### src/rtl/gate_pkg.sv
// Shared types and helpers for the gate operation scheduler.
package gate_pkg;

  // Bitwise operation selector carried on each request channel.
  typedef enum logic [1:0] {
    OP_AND  = 2'b00,
    OP_OR   = 2'b01,
    OP_NOR  = 2'b10,
    OP_NAND = 2'b11
  } op_e;

  // Scheduler control states.
  typedef enum logic [1:0] {
    S_IDLE = 2'b00,
    S_EXEC = 2'b01,
    S_RESP = 2'b10
  } sched_state_e;

  // Width of a requester index; a single requester still needs one bit.
  function automatic int id_width(input int n);
    return (n > 1) ? $clog2(n) : 1;
  endfunction

endpackage

### src/rtl/gate_logic_unit.sv
// Registered W-bit bitwise logic unit shared by all requesters.
module gate_logic_unit
  import gate_pkg::*;
#(
  parameter int W = 8
) (
  input  logic         i_clk,
  input  logic         i_rst_n,
  input  logic         i_en,
  input  op_e          i_op,
  input  logic [W-1:0] i_a,
  input  logic [W-1:0] i_b,
  output logic [W-1:0] o_y
);

  logic [W-1:0] y_q;
  logic [W-1:0] y_d;

  // Pure combinational evaluation of one gate operation.
  function automatic logic [W-1:0] gate_eval(input op_e op, input logic [W-1:0] a,
                                             input logic [W-1:0] b);
    logic [W-1:0] r;
    case (op)
      OP_AND:  r = a & b;
      OP_OR:   r = a | b;
      OP_NOR:  r = ~(a | b);
      OP_NAND: r = ~(a & b);
      default: r = '0;
    endcase
    return r;
  endfunction

  // Next result: new evaluation when enabled, otherwise hold.
  always_comb begin
    y_d = y_q;
    if (i_en) begin
      y_d = gate_eval(i_op, i_a, i_b);
    end else begin
      y_d = y_q;
    end
  end

  // Result register with synchronous clear.
  always_ff @(posedge i_clk) begin
    if (!i_rst_n) begin
      y_q <= '0;
    end else begin
      y_q <= y_d;
    end
  end

  assign o_y = y_q;

endmodule

### src/rtl/gate_op_scheduler.sv
// Round-robin scheduler sharing one registered logic unit among N_REQ requesters.
module gate_op_scheduler
  import gate_pkg::*;
#(
  parameter  int N_REQ = 4,
  parameter  int W     = 8,
  localparam int IDW   = id_width(N_REQ)
) (
  input  logic               i_clk,
  input  logic               i_rst_n,
  input  logic [N_REQ-1:0]   i_req_valid,
  output logic [N_REQ-1:0]   o_req_ready,
  input  logic [2*N_REQ-1:0] i_req_op,
  input  logic [W*N_REQ-1:0] i_req_a,
  input  logic [W*N_REQ-1:0] i_req_b,
  output logic               o_rsp_valid,
  input  logic               i_rsp_ready,
  output logic [IDW-1:0]     o_rsp_id,
  output logic [W-1:0]       o_rsp_data,
  output logic               o_busy
);

  localparam logic [IDW:0]   NREQ_W  = (IDW+1)'(N_REQ);
  localparam logic [IDW-1:0] LAST_ID = IDW'(N_REQ - 1);

  sched_state_e   state_q, state_d;
  logic [IDW-1:0] ptr_q, ptr_d;
  logic [IDW-1:0] id_q, id_d;
  op_e            op_q, op_d;
  logic [W-1:0]   a_q, a_d;
  logic [W-1:0]   b_q, b_d;

  logic           found_s;
  logic [IDW-1:0] grant_s;
  logic [IDW:0]   scan_s;
  logic [N_REQ-1:0] ready_s;
  op_e            sel_op_s;
  logic [W-1:0]   sel_a_s;
  logic [W-1:0]   sel_b_s;
  logic [W-1:0]   y_s;
  logic           resp_s;

  // Round-robin search: first valid requester starting at ptr, wrapping.
  always_comb begin
    found_s = 1'b0;
    grant_s = '0;
    scan_s  = '0;
    for (int k = 0; k < N_REQ; k++) begin
      scan_s = {1'b0, ptr_q} + (IDW+1)'(k);
      scan_s = (scan_s >= NREQ_W) ? (scan_s - NREQ_W) : scan_s;
      if (!found_s && i_req_valid[scan_s[IDW-1:0]]) begin
        found_s = 1'b1;
        grant_s = scan_s[IDW-1:0];
      end else begin
        found_s = found_s;
      end
    end
  end

  // Select the winning requester's op and operands.
  always_comb begin
    sel_op_s = OP_AND;
    sel_a_s  = '0;
    sel_b_s  = '0;
    for (int r = 0; r < N_REQ; r++) begin
      sel_op_s = (grant_s == IDW'(r)) ? op_e'(i_req_op[2*r +: 2]) : sel_op_s;
      sel_a_s  = (grant_s == IDW'(r)) ? i_req_a[W*r +: W] : sel_a_s;
      sel_b_s  = (grant_s == IDW'(r)) ? i_req_b[W*r +: W] : sel_b_s;
    end
  end

  // Next-state, operand capture and grant generation.
  always_comb begin
    state_d = state_q;
    ptr_d   = ptr_q;
    id_d    = id_q;
    op_d    = op_q;
    a_d     = a_q;
    b_d     = b_q;
    ready_s = '0;
    case (state_q)
      S_IDLE: begin
        if (found_s) begin
          for (int r = 0; r < N_REQ; r++) begin
            ready_s[r] = (grant_s == IDW'(r));
          end
          state_d = S_EXEC;
          id_d    = grant_s;
          op_d    = sel_op_s;
          a_d     = sel_a_s;
          b_d     = sel_b_s;
          ptr_d   = (grant_s == LAST_ID) ? '0 : (grant_s + IDW'(1));
        end else begin
          state_d = S_IDLE;
        end
      end
      S_EXEC: begin
        state_d = S_RESP;
      end
      S_RESP: begin
        if (i_rsp_ready) begin
          state_d = S_IDLE;
          id_d    = '0;
        end else begin
          state_d = S_RESP;
        end
      end
      default: begin
        state_d = S_IDLE;
        id_d    = '0;
      end
    endcase
  end

  // Control and operand registers; reset discards any in-flight op.
  always_ff @(posedge i_clk) begin
    if (!i_rst_n) begin
      state_q <= S_IDLE;
      ptr_q   <= '0;
      id_q    <= '0;
      op_q    <= OP_AND;
      a_q     <= '0;
      b_q     <= '0;
    end else begin
      state_q <= state_d;
      ptr_q   <= ptr_d;
      id_q    <= id_d;
      op_q    <= op_d;
      a_q     <= a_d;
      b_q     <= b_d;
    end
  end

  gate_logic_unit #(
    .W (W)
  ) u_logic (
    .i_clk   (i_clk),
    .i_rst_n (i_rst_n),
    .i_en    (state_q == S_EXEC),
    .i_op    (op_q),
    .i_a     (a_q),
    .i_b     (b_q),
    .o_y     (y_s)
  );

  // Response fields are only exposed while in RESP and out of reset.
  assign resp_s      = (state_q == S_RESP) && i_rst_n;
  assign o_rsp_valid = resp_s;
  assign o_rsp_id    = resp_s ? id_q : '0;
  assign o_rsp_data  = resp_s ? y_s : '0;
  assign o_busy      = (state_q != S_IDLE) && i_rst_n;
  assign o_req_ready = i_rst_n ? ready_s : '0;

endmodule

### config.mk
export PLATFORM = sky130hd
export DESIGN_NAME = gate_op_scheduler
export DESIGN_NICKNAME = d
export VERILOG_FILES = /design/src/rtl/gate_pkg.sv /design/src/rtl/gate_logic_unit.sv /design/src/rtl/gate_op_scheduler.sv
export SDC_FILE = /design/constraint.sdc
export NUM_CORES = 1
export LEC_CHECK = 0
export ABC_AREA = 1
export BUFFER_PORTS_ARGS = -buffer_cell sky130_fd_sc_hd__buf_2
export CORE_ASPECT_RATIO = 0.9
export CORE_MARGIN = 2
export CORE_UTILIZATION = 45
export CTS_CLUSTER_DIAMETER = 120
export DETAILED_ROUTE_END_ITERATION = 10
export HOLD_SLACK_MARGIN = 0.06
export PLACE_DENSITY = 0.75
export SLEW_MARGIN = 40
export SYNTH_ARGS = -nofsm -noshare
export SYNTH_HDL_FRONTEND = slang
export SYNTH_SLANG_ARGS = --single-unit
### constraint.sdc
create_clock -name i_clk -period 3.4 [get_ports i_clk]
set_input_delay 0.68 -clock i_clk [delete_from_list [all_inputs] [get_ports i_clk]]
set_output_delay 0.68 -clock i_clk [all_outputs]
set_load 0.02 [all_outputs]
* Yosys cells after proc, flatten, opt, wreduce, memory -nomap -nowiden *
Cells that the tools add are included.

cells by class
  mux-type cells = 45
  eq/ne operators = 10
  bitwise gates (word level) = 5
  add/subtract/negate cells = 8
  reduce and logical (&&, ||, !) cells = 14
  order comparisons = 8

operators with widths
  operator                                                               number
  8-bit two-way mux                                                      9
  2-bit two-way mux                                                      17
  8-bit one-hot mux with 4 select lines                                  1
  8-bit NOT                                                              2
  2-bit by 3-bit < comparator with 1-bit output, second input constant   4
  4-bit two-way mux                                                      3
  2-bit one-hot mux with 3 select lines                                  2
  2-bit == test, second input constant                                   5
  3-bit >= comparator, second input constant                             3
  1-bit two-way mux                                                      9
  8-bit bitwise AND                                                      1
  1-bit binary-select mux with 2-bit select                              4
  8-bit OR                                                               1
  2-bit by 1-bit subtractor with 2-bit output, second input constant     4
  2-bit by 2-bit adder with 3-bit output, second input constant          2
  2-bit by 1-bit == test with 1-bit output, second input constant        3
  2-bit zero test                                                        3
  1-bit logical AND                                                      5
  2-bit inequality test, second input constant                           2
  2-bit by 1-bit adder with 3-bit output, second input constant          1
  2-bit by 3-bit >= comparator with 1-bit output, second input constant  1
  1-bit zero test                                                        3
  3-bit AND reduction                                                    1
  2-bit by 1-bit adder with 2-bit output, second input constant          1
  other kinds (3)                                                        3

word-level totals
  output and inout port bits = 16
  logic and storage cells = 97
  input bits = 79
  register bits after elaboration = 32

* Logic depth before layout (Yosys ltp) *
Gate-level depths: netlist of the first run.

  word-level depth = 19
  gate-level depth with buffers = 23
  mapped depth without buffers = 21

* Modules after synthesis *
Synthesis of the first run repeated with hierarchy kept, for this count alone.

unflattened totals
  cells, all modules = 432
  area, all modules = 2463.6 um^2

by module, submodules not included
  module             sequential area each (um^2)  area an instance (um^2)  cells each  instances
  gate_op_scheduler  480.5                        1906.8                   340         1
  gate_logic_unit    160.2                        556.8                    92          1

* Least setup slack after synthesis of the first run *
Ideal clock, no wire load.

  path type = input-to-output
  start = in i_req_valid[0]
  end = out o_req_ready[1]
  buffers on the path = 2
  data required time = 2.720 ns
  arrival = 2.416 ns
  slack = 0.304 ns
  stages = 15
  cells stage by stage = inv_1 nand2_1 nand2_1 o21ai_2 nand3_1 nand3_1 nand2_1 inv_1 nand2_1 inv_1 ha_1 buf_2 buf_1 inv_1 nor2_1

between the ends
  longest elaborated chain between the ends = 16
  elaborated cells on any way between the ends = 26
  classes of those cells = eq/ne: 1; mux: 19; reduce/logical: 6

RTL lines
  what                                       RTL line                  source
  from (decl)                                gate_op_scheduler.sv:11   input logic [N_REQ-1:0] i_req_valid,
  1-bit binary-select mux with 2-bit select  gate_op_scheduler.sv:51   if (!found_s && i_req_valid[scan_s[IDW-1:0]]) begin
  1-bit two-way mux (not written as such)    gate_op_scheduler.sv:51
  1-bit two-way mux                          gate_op_scheduler.sv:51
  1-bit zero test                            gate_op_scheduler.sv:51
  1-bit logical AND                          gate_op_scheduler.sv:51
  1-bit two-way mux                          gate_op_scheduler.sv:51
  1-bit zero test                            gate_op_scheduler.sv:51
  1-bit logical AND                          gate_op_scheduler.sv:51
  1-bit two-way mux                          gate_op_scheduler.sv:51
  1-bit zero test                            gate_op_scheduler.sv:51
  1-bit logical AND                          gate_op_scheduler.sv:51
  2-bit two-way mux                          gate_op_scheduler.sv:51
  2-bit by 1-bit == test with 1-bit output   gate_op_scheduler.sv:85   ready_s[r] = (grant_s == IDW'(r));
  4-bit two-way mux *                        gate_op_scheduler.sv:83   if (found_s) begin
  4-bit two-way mux *                        gate_op_scheduler.sv:81   case (state_q)
  4-bit two-way mux *                        gate_op_scheduler.sv:152  assign o_req_ready = i_rst_n ? ready_s : '0;
  to (decl)                                  gate_op_scheduler.sv:12   output logic [N_REQ-1:0] o_req_ready,

Mark *: on every way between the ends. The rest lies on a longest branch, timed or not. The select of a mux whose other input is x is not followed.

* Worst setup path in the final report of the first run *
  start = reg ptr_q[0]
  end = out o_req_ready[2]

between the ends
  longest elaborated chain between the ends = 18
  elaborated cells on any way between the ends = 41
  classes of those cells = add/sub: 7; order compare: 4; eq/ne: 1; mux: 23; reduce/logical: 6

RTL lines
  what                                                                                             RTL line                  source
  from (decl)                                                                                      gate_op_scheduler.sv:27   logic [IDW-1:0] ptr_q, ptr_d;
  from (signal assigned)                                                                           gate_op_scheduler.sv:126  ptr_q <= ptr_d;
  parallel branches: the longest is 15 deep, another holds 2-bit by 1-bit adder with 3-bit output  n/a
  4-bit two-way mux *                                                                              gate_op_scheduler.sv:83
  4-bit two-way mux *                                                                              gate_op_scheduler.sv:81
  4-bit two-way mux *                                                                              gate_op_scheduler.sv:152

Mark *: on every way between the ends. The select of a mux whose other input is x is not followed.

==> results of run 1 <==
==> tightest hold or removal path, stage by stage, from the launching register on <==
cell and delay [ns]:
dfxtp_1 0.31, nand3_1 0.07, nand2_1 0.04
==> power groups by stage <==
| stage | Combinational (mW) | Clock, mW | Sequential, mW |
|---|---|---|---|
| final | 2.49 | 0.306 | 0.641 |
| after global routing | 2.95 | 0.331 | 0.668 |
| after CTS | 2.49 | 0.314 | 0.642 |
| after detailed placement | 2.48 | 0 | 0.650 |
| after global placement | 2.43 | 0 | 0.645 |
| after floorplan | 2.00 | 0 | 0.599 |
==> per-layer routing <==
metal | routed length, um | track usage [%] | up-vias
met5 | 0 | 0 | -
met4 | 105 | 6.215 | 0
met3 | 445 | 5.693 | 13
met2 | 2638 | 37.69 | 111
met1 | 2924 | 28.66 | 1142
li1 | - | - | 1480
==> cell families after synthesis <==
| kind of cell | Yosys count | synth area share [%] |
|---|---|---|
| compound gates | 79 | 17.87 |
| simple gates | 242 | 42.28 |
| mux | 2 | 0.9488 |
| fa+ha+maj | 4 | 2.109 |
| buf+inv | 53 | 9.805 |
| flops | 32 | 26.99 |
==> how the worst min path moves through the flow <==
stage | from | endpoint | slack [ns] | cells past startpoint
final | id_q[1] | id_q[1] | 0.47 | 2
after global routing | u_logic.o_y[3] | u_logic.o_y[3] | 0.48 | 2
after global placement | u_logic.o_y[7] | u_logic.o_y[7] | 0.45 | 2
after CTS | id_q[1] | id_q[1] | 0.47 | 2
after floorplan | u_logic.o_y[2] | u_logic.o_y[2] | 0.44 | 2
after detailed placement | u_logic.o_y[7] | u_logic.o_y[7] | 0.46 | 2
==> layout make-up <==
class	count	area share, %
timing repair buffer	100	17.36
inverter	34	4.467
clock buffer	7	3.245
tap	67	2.823
multi-input combinational	327	50.53
sequential	32	21.58
==> state kept, by name, summed over array words and instances, names as in the netlist <==
name / count
a_q: 8
b_q: 8
id_q: 2
op_q: 2
ptr_q: 2
state_q: 2
u_logic.o_y: 8
==> metrics by stage <==
stage | power (mW) | std cells | cell area (um2)
floorplan | 2.601 | 412 | 2374
global placement | 3.074 | 560 | 2873
detailed placement | 3.127 | 560 | 2873
CTS | 3.449 | 567 | 2969
global route | 3.946 | 567 | 2969
finish | 3.437 | 567 | 2969
==> cells in the final DEF, fill, tap and decap left out, types with 6 or more instances in the layout <==
cell type / netlist / layout
nand2_1: 137 / 137
buf_2: 5 / 94
nor2_1: 79 / 79
o21ai_0: 46 / 46
dfxtp_1: 32 / 32
inv_1: 27 / 27
a21oi_1: 21 / 21
nand3_1: 11 / 11
clkbuf_8: 0 / 7
buf_4: 0 / 6
==> metrics, run 1 <==
core area about 0.0052 mm2; Fin. Hold Viols 0; Switching Share between 50 and 60%; largest net degree at the start of global routing 38; cell count after synthesis just over 400; Critical R2R Launch ptr_q[0]; HPWL Detailed roughly 4.9 mm; Stages on worst setup path 14; Final Util 57.53%; multi-input logic area roughly 0.0015 mm2; initial drt markers between 90 and 100; Worst Setup EP o_req_ready[2]; Max Freq ~320 MHz; RSZ-0062 raised after global routing false; Clock Power Share about 8.9%; H-tree depth 2; row count 25; CP endpoint kind primary output; Post-CTS Resized 0; Tcrit/Tclk final 91.99%; critical path cell sequence inv_4 > nand2_1 > nand2_1 > nand2_1 > nand2_4 > nor2_8 > nand3_1 > nand3_1 > nand2_1 > inv_1 > ha_1 > inv_1 > nor2_1 > buf_2; reg2reg path depth 22; worst setup slack after placement around 0.42 ns; crit path max fanout 10; worst-case clock buffer depth 2; origin of the worst setup path ptr_q[0]; Seq. cell area 640.6 um2; first-pass GRT wire length 10.53 mm; WS Path Type flop to primary output; initial antenna violation count 0; Syn-to-layout area delta 25.09%; internal reg-to-reg setup slack between 0.6 and 0.7 ns; pwr dens about 1200 mW/mm2; total gr overflow 0; height of the die roughly 73 um; Filler cells about 540; Initial Util 45.99%; setup violators final 0; post-route setup TNS 0 ns; clk sinks 32; Die X around 80 um; Worst path max stage delay roughly 0.53 ns; worst slew pin tran roughly 0.46 ns; routability cong. ~0.86; Worst path top cell family by delay simple AND/OR/NAND/NOR gates; clk slew on worst S/H paths around 0.06 ns; P_sw 1.843 mW; CP dominant cell by count nand2_1; Routed WL 6.114 mm; Setup Buffers After CTS 0; Worst setup SP type flop; Post-Syn Nets ~500; WL/cell 10.78 um; r2r endpoint op_q[0]; post-route DRC violation count 0; WP buf/inv 4; Syn Area/Cell just under 6 um2; Synth cell types 27; Required @ worst endpoint 2.72 ns; Slew Viols, Final 0; die area ~0.0059 mm2; Hold WS around 0.47 ns; CP max stage cell dfxtp_1; vias in the first global route 2539; Internal Pwr Total 1.594 mW; final worst setup slack 0.2722 ns; asr flop ratio synth 0%; share of layout cells above drive strength 1 between 20% and 30%; sequential area share after synthesis 26.99%; Syn Std Cell Area between 0.002 and 0.0025 mm2; Yosys top cell by area dfxtp_1; TritonCTS Buffers 5; IO buf count 94; top_reg_cell synth dfxtp_1; top post-synthesis cells by count nand2_1, nor2_1, o21ai_0; VDD IR max between 800 and 900 uV; Root Driver clkbuf_8; drt pass-1 iters 4; Logic pwr share between 70% and 80%; I/O pin count 95; sequential power share roughly a fifth; Pleak ~1.6 nW; DR vias/cell between 4 and 5; crit path DAT 2.45 ns; synth warn 0; Synth top area share 26.99%; hold_buf cts 0; Inserted Diodes 0; Fin Clk Skew between 0.005 and 0.006 ns; hold crit path type flop to flop; TritonCTS clock tree yes; Post-synth EDFFs 0; status complete, no violations; Worst slew margin between 60 and 70%; largest cells by area after synthesis dfxtp_1, nand2_1, nor2_1; total track usage between 20% and 30%; MaxCap Viol Count 0; Clk Latency, worst-skew pair between 0.2 and 0.3 ns; Post-DRT Antenna Nets 0; register bit total from synthesis 32; vias between 2000 and 3000; count leader, synth nand2_1; minimum clock period about 3.1 ns; nets@finish approximately 580
Note: power is estimated with default switching activity, not from simulation.
==> run 2: changes to the inputs <==
RECOVER_POWER = 100   (was default)
==> metrics, run 2 (same netlist as run 1, synthesis figures left out) <==
status complete, no violations; WL/cell 10.83 um (+0.47%); hold crit path type flop to flop; most common cell after layout, fill and taps aside nand2_1; Routed WL 6.143 mm (+0.47%); IO buf count 94 (unchanged); first-pass GRT wire length 10.53 mm (unchanged); clk sinks 32 (unchanged); Setup Buffers After CTS 0 (unchanged); crit path max fanout 10 (unchanged); Max Freq 319.8 MHz (about the same); worst-case clock buffer depth 2 (unchanged); setup violators final 0 (unchanged); Post-DRT Antenna Nets 0 (unchanged); Final Util 56.97% (-0.56 points); Root Driver clkbuf_8; Worst Setup EP o_req_ready[2]; VDD IR max 851.6 uV (-0.12%); Worst path top cell family by delay simple AND/OR/NAND/NOR gates; r2r endpoint a_q[4]; crit path DAT 2.45 ns (about the same); DR vias/cell 4.838 (-0.11%); overall power 3.413 mW (-0.69%); I/O pin count 95 (unchanged); routability cong. 0.8632 (unchanged); Syn-to-layout area delta 23.88%; TritonCTS Buffers 5 (unchanged); Required @ worst endpoint 2.72 ns (about the same); Fin Clk Skew 0.006864 ns (+0.0009496 ns); Die X 80.56 um (unchanged); Slew Viols, Final 0 (unchanged); core area 0.005161 mm2 (unchanged); Clk Latency, worst-skew pair 0.28 ns (about the same); vias in the first global route 2539 (unchanged); post-route setup TNS 0 ns (unchanged); Pleak 1.565 nW (-3.7%); Hold Startpoint u_logic.o_y[3]; hold_buf cts 0 (unchanged); drt pass-1 iters 4 (unchanged); reg2reg path depth 22 (unchanged); Critical R2R Launch ptr_q[0]; Worst path max stage delay 0.53 ns (about the same); height of the die 72.90 um (unchanged); origin of the worst setup path ptr_q[0]; Area after DPL 0.002873 mm2 (unchanged); vias 2743 (-0.11%); post-route DRC violation count 0 (unchanged); pwr dens 1161 mW/mm2 (+0.28%); Initial Util 45.99% (unchanged); TritonCTS clock tree yes; critical path cell sequence inv_4 > nand2_1 > nand2_1 > nand2_1 > nand2_4 > nor2_8 > nand3_1 > nand3_1 > nand2_1 > inv_1 > ha_1 > inv_1 > nor2_1 > clkbuf_2; total gr overflow 0 (unchanged); MaxCap Viol Count 0 (unchanged); share of layout cells above drive strength 1 22.00% (-3.0 points); CP max stage cell dfxtp_1; Worst setup SP type flop; clk slew on worst S/H paths 0.06 ns (about the same); worst slew pin tran 0.4581 ns (+0.001338 ns); initial antenna violation count 0 (unchanged); Worst slew margin 69.42% (-0.089 points); CP dominant cell by count nand2_1; die area 0.005872 mm2 (unchanged); minimum clock period 3.127 ns (-0.001177 ns); Stages on worst setup path 14 (unchanged); CP endpoint kind primary output; H-tree depth 2 (unchanged); initial drt markers 96 (+1.1%); total track usage 22.43% (unchanged); HPWL Detailed 4.863 mm (unchanged); Tcrit/Tclk final 91.96% (about the same); row count 25 (unchanged); Fin. Hold Viols 0 (unchanged); post-route cell area 0.002940 mm2 (-0.97%); commonest cells after routing, fill and taps aside nand2_1, nor2_1, buf_2; Inserted Diodes 0 (unchanged); RSZ-0062 raised after global routing false; Post-CTS Resized 0 (unchanged); internal reg-to-reg setup slack 0.49 ns (-0.14 ns); WP buf/inv 4 (unchanged); largest net degree at the start of global routing 38 (unchanged); nets@finish 583 (unchanged); WS Path Type flop to primary output
run 2: cell types whose count changed in the layout (fill, tap and decap cells not counted), sizes merged:
cell,before,now
buf,100,83
clkbuf,7,24
run 2: worst register-to-register path, stage by stage, from the launching register on:
cell      delay [ns]
dfxtp_1         0.53
inv_4           0.10
nand2_1         0.09
nand2_1         0.06
o21ai_2         0.17
nand3_1         0.11
nand2_1         0.07
nand2_1         0.04
nand2_1         0.07
inv_1           0.06
nand2_1         0.14
inv_1           0.09
ha_1            0.24
nor2_2          0.10
clkbuf_2        0.31
nand2_1         0.09
nand2_1         0.06
o21ai_0         0.09
nand2_1         0.06
o21ai_0         0.12
nand2_1         0.10
nand2_1         0.05
nor2_1          0.07
run 2: how the worst min path moves through the flow:
stage                                end  slack, ns  cells past startpoint
after floorplan           u_logic.o_y[2]       0.44                      2
after global routing      u_logic.o_y[3]       0.48                      2
after detailed placement  u_logic.o_y[7]       0.46                      2
final                     u_logic.o_y[3]       0.47                      2
after CTS                        id_q[1]       0.47                      2
after global placement    u_logic.o_y[7]       0.45                      2
run 2: final cells by class:
type	count	area (um2)
tap	67	83.83
multi-input combinational	327	1490
inverter	34	132.6
fill	542	2221
clock buffer	7	96.34
sequential	32	640.6
timing repair buffer	100	496.7
run 2: power by group:
part,switching [mW],internal (mW),total (mW)
combinational,1.59,0.869,2.46
sequential,0.117,0.525,0.642
clock,0.128,0.180,0.307
run 2: layer usage:
metal	global-route usage [%]	vias to the layer above	wire length [um]
met4	6.215	0	95
met2	37.69	101	2657
met1	28.66	1152	2991
li1	-	1479	-
met3	5.693	11	399
met5	0	-	0
run 2: through the flow:
stage               worst slack (ns)  hold slack [ns]  std cells
floorplan                     0.3036           0.4361        412
global placement              0.5366           0.4537        560
detailed placement            0.4225           0.4619        560
CTS                           0.3150           0.4709        567
global route                 0.04102           0.4838        567
finish                        0.2734           0.4674        567
==> run 3: changes to the inputs <==
CELL_PAD_IN_SITES_DETAIL_PLACEMENT = 1   (was default)
CELL_PAD_IN_SITES_GLOBAL_PLACEMENT = 1   (was default)
CORE_UTILIZATION = 32   (was 45)
PLACE_DENSITY = default   (was 0.75)
PLACE_DENSITY_LB_ADDON = 0.1   (was default)
==> metrics, run 3 (same netlist as run 1, synthesis figures left out) <==
status complete, no violations; Max Freq 326.5 MHz (+2.1%); origin of the worst setup path ptr_q[0]; overall power 3.405 mW (-0.25%); MaxCap Viol Count 0 (unchanged); TritonCTS Buffers 5 (unchanged); hold crit path type flop to flop; Fin Clk Skew 0.005108 ns (-0.001755 ns); met2 usage 31.40% (-6.3 points); post-route cell area 0.002968 mm2 (+0.94%); total track usage 18.55% (-3.9 points); post-route setup TNS 0 ns (unchanged); met3 Usage GRT 4.482% (-1.2 points); first-pass GRT wire length 12.44 mm (+18%); Hold Startpoint id_q[0]; HPWL Detailed 5.776 mm (+19%); minimum clock period 3.063 ns (-0.06409 ns); total gr overflow 0 (unchanged); Inserted Diodes 0 (unchanged); DR vias/cell 4.657 (-3.7%); H-tree depth 2 (unchanged); IO buf count 94 (unchanged); crit path DAT 2.38 ns (-0.07 ns); Final Util 41.73% (-15 points); worst-case clock buffer depth 2 (unchanged); Die X 94.78 um (+18%); I/O pin count 95 (unchanged); TritonCTS clock tree yes; Fin. Hold Viols 0 (unchanged); CP endpoint kind primary output; routability cong. 0.7755 (-10%); RSZ-0062 raised after global routing false; Syn-to-layout area delta 25.04%; worst slew pin tran 0.4897 ns (+0.03158 ns); WL/cell 11.98 um (+11%); pwr dens 1147 mW/mm2 (-1.2%); Worst setup SP type flop; core area 0.007112 mm2 (+38%); WS Path Type flop to primary output; most common cell after layout, fill and taps aside nand2_1; Pleak 1.559 nW (-0.38%); Tcrit/Tclk final 90.07% (-1.9 points); height of the die 85.71 um (+18%); share of layout cells above drive strength 1 21.96% (-0.044 points); Slew Viols, Final 0 (unchanged); row count 29 (+16%); VDD IR max 382.5 uV (-55%); Root Driver clkbuf_8; Setup Buffers After CTS 0 (unchanged); drt pass-1 iters 4 (unchanged); setup violators final 0 (unchanged); commonest cells after routing, fill and taps aside nand2_1, nor2_1, buf_2; vias 2766 (+0.84%); Required @ worst endpoint 2.72 ns (about the same); clk slew on worst S/H paths 0.07 ns (about the same); Critical R2R Launch ptr_q[0]; Area after DPL 0.002905 mm2 (+1.1%); nets@finish 583 (unchanged); largest net degree at the start of global routing 38 (unchanged); met1 usage 24.29% (-4.4 points); die area 0.008123 mm2 (+38%); vias in the first global route 2854 (+12%); Worst slew margin 67.31% (-2.1 points); post-route DRC violation count 0 (unchanged); crit path max fanout 10 (unchanged); Initial Util 33.37% (-13 points); Routed WL 7.119 mm (+16%); Top Usage Layer GRT met2; initial antenna violation count 0 (unchanged); clk sinks 32 (unchanged); initial drt markers 53 (-45%); Clk Latency, worst-skew pair 0.28 ns (about the same); Post-DRT Antenna Nets 0 (unchanged)
run 3: cell count changes in the layout (fill, tap and decap cells not counted), sizes merged:
cell | previous run | this run
clkinv | 3 | 5
clkbuf | 24 | 23
run 3: worst paths after layout:
path / endpoint / slack, ns / cells after the start
setup / recovery: o_req_ready[3] / 0.34 / 14
hold reg to reg: id_q[0] / 0.47 / 2
setup reg to reg: b_q[1] / 0.63 / 22
hold / removal: id_q[0] / 0.47 / 2
run 3: per-layer routing:
metal | vias to the layer above | share of wire (%)
li1 | 1478 | -
met1 | 1213 | 49
met2 | 70 | 44
met3 | 5 | 6.2
met4 | 0 | 0.60
met5 | - | 0
run 3: stage by stage:
step           setup WS (ns)  instances  hold WS, ns
6_report              0.3375        594       0.4696
5_1_grt              0.08602        594       0.5079
4_1_cts               0.2673        594       0.4730
3_5_place_dp          0.4358        586       0.4605
3_3_place_gp          0.5123        586       0.4520
2_1_floorplan         0.3036        412       0.4361
run 3: layout make-up:
class / instances / area, um2
Clock buffer: 6 / 82.58
Clock inverter: 2 / 10.01
Fill cell: 1033 / 4144
Inverter: 34 / 132.6
Multi-Input combinational cell: 327 / 1490
Sequential cell: 32 / 641.9
Tap cell: 93 / 116.4
Timing Repair Buffer: 100 / 494.2
run 3: what timing repair did:
action / CTS / global route
setup endpoints to repair: 0 / 1
endpoints found under the hold margin: 0 / 0
gates resized for setup: 0 / 1
hold buffers: 0 / 0
run 3: critical path: stages (launching register included):
cell	delay (ns)
dfxtp_2	0.46
inv_4	0.09
nand2_1	0.07
nand2_1	0.09
nand2_1	0.14
nand2_4	0.08
nor2_8	0.12
nand3_1	0.08
nand3_1	0.11
nand2_1	0.12
inv_1	0.11
ha_1	0.16
clkinv_1	0.09
nor2_1	0.11
clkbuf_1	0.26
run 3: power breakdown:
part | switching (mW) | internal, mW | leakage (nW)
Clock | 0.136 | 0.161 | 0.0510
Combinational | 1.59 | 0.866 | 1.24
Sequential | 0.127 | 0.526 | 0.265
Total | 1.85 | 1.55 | 1.56
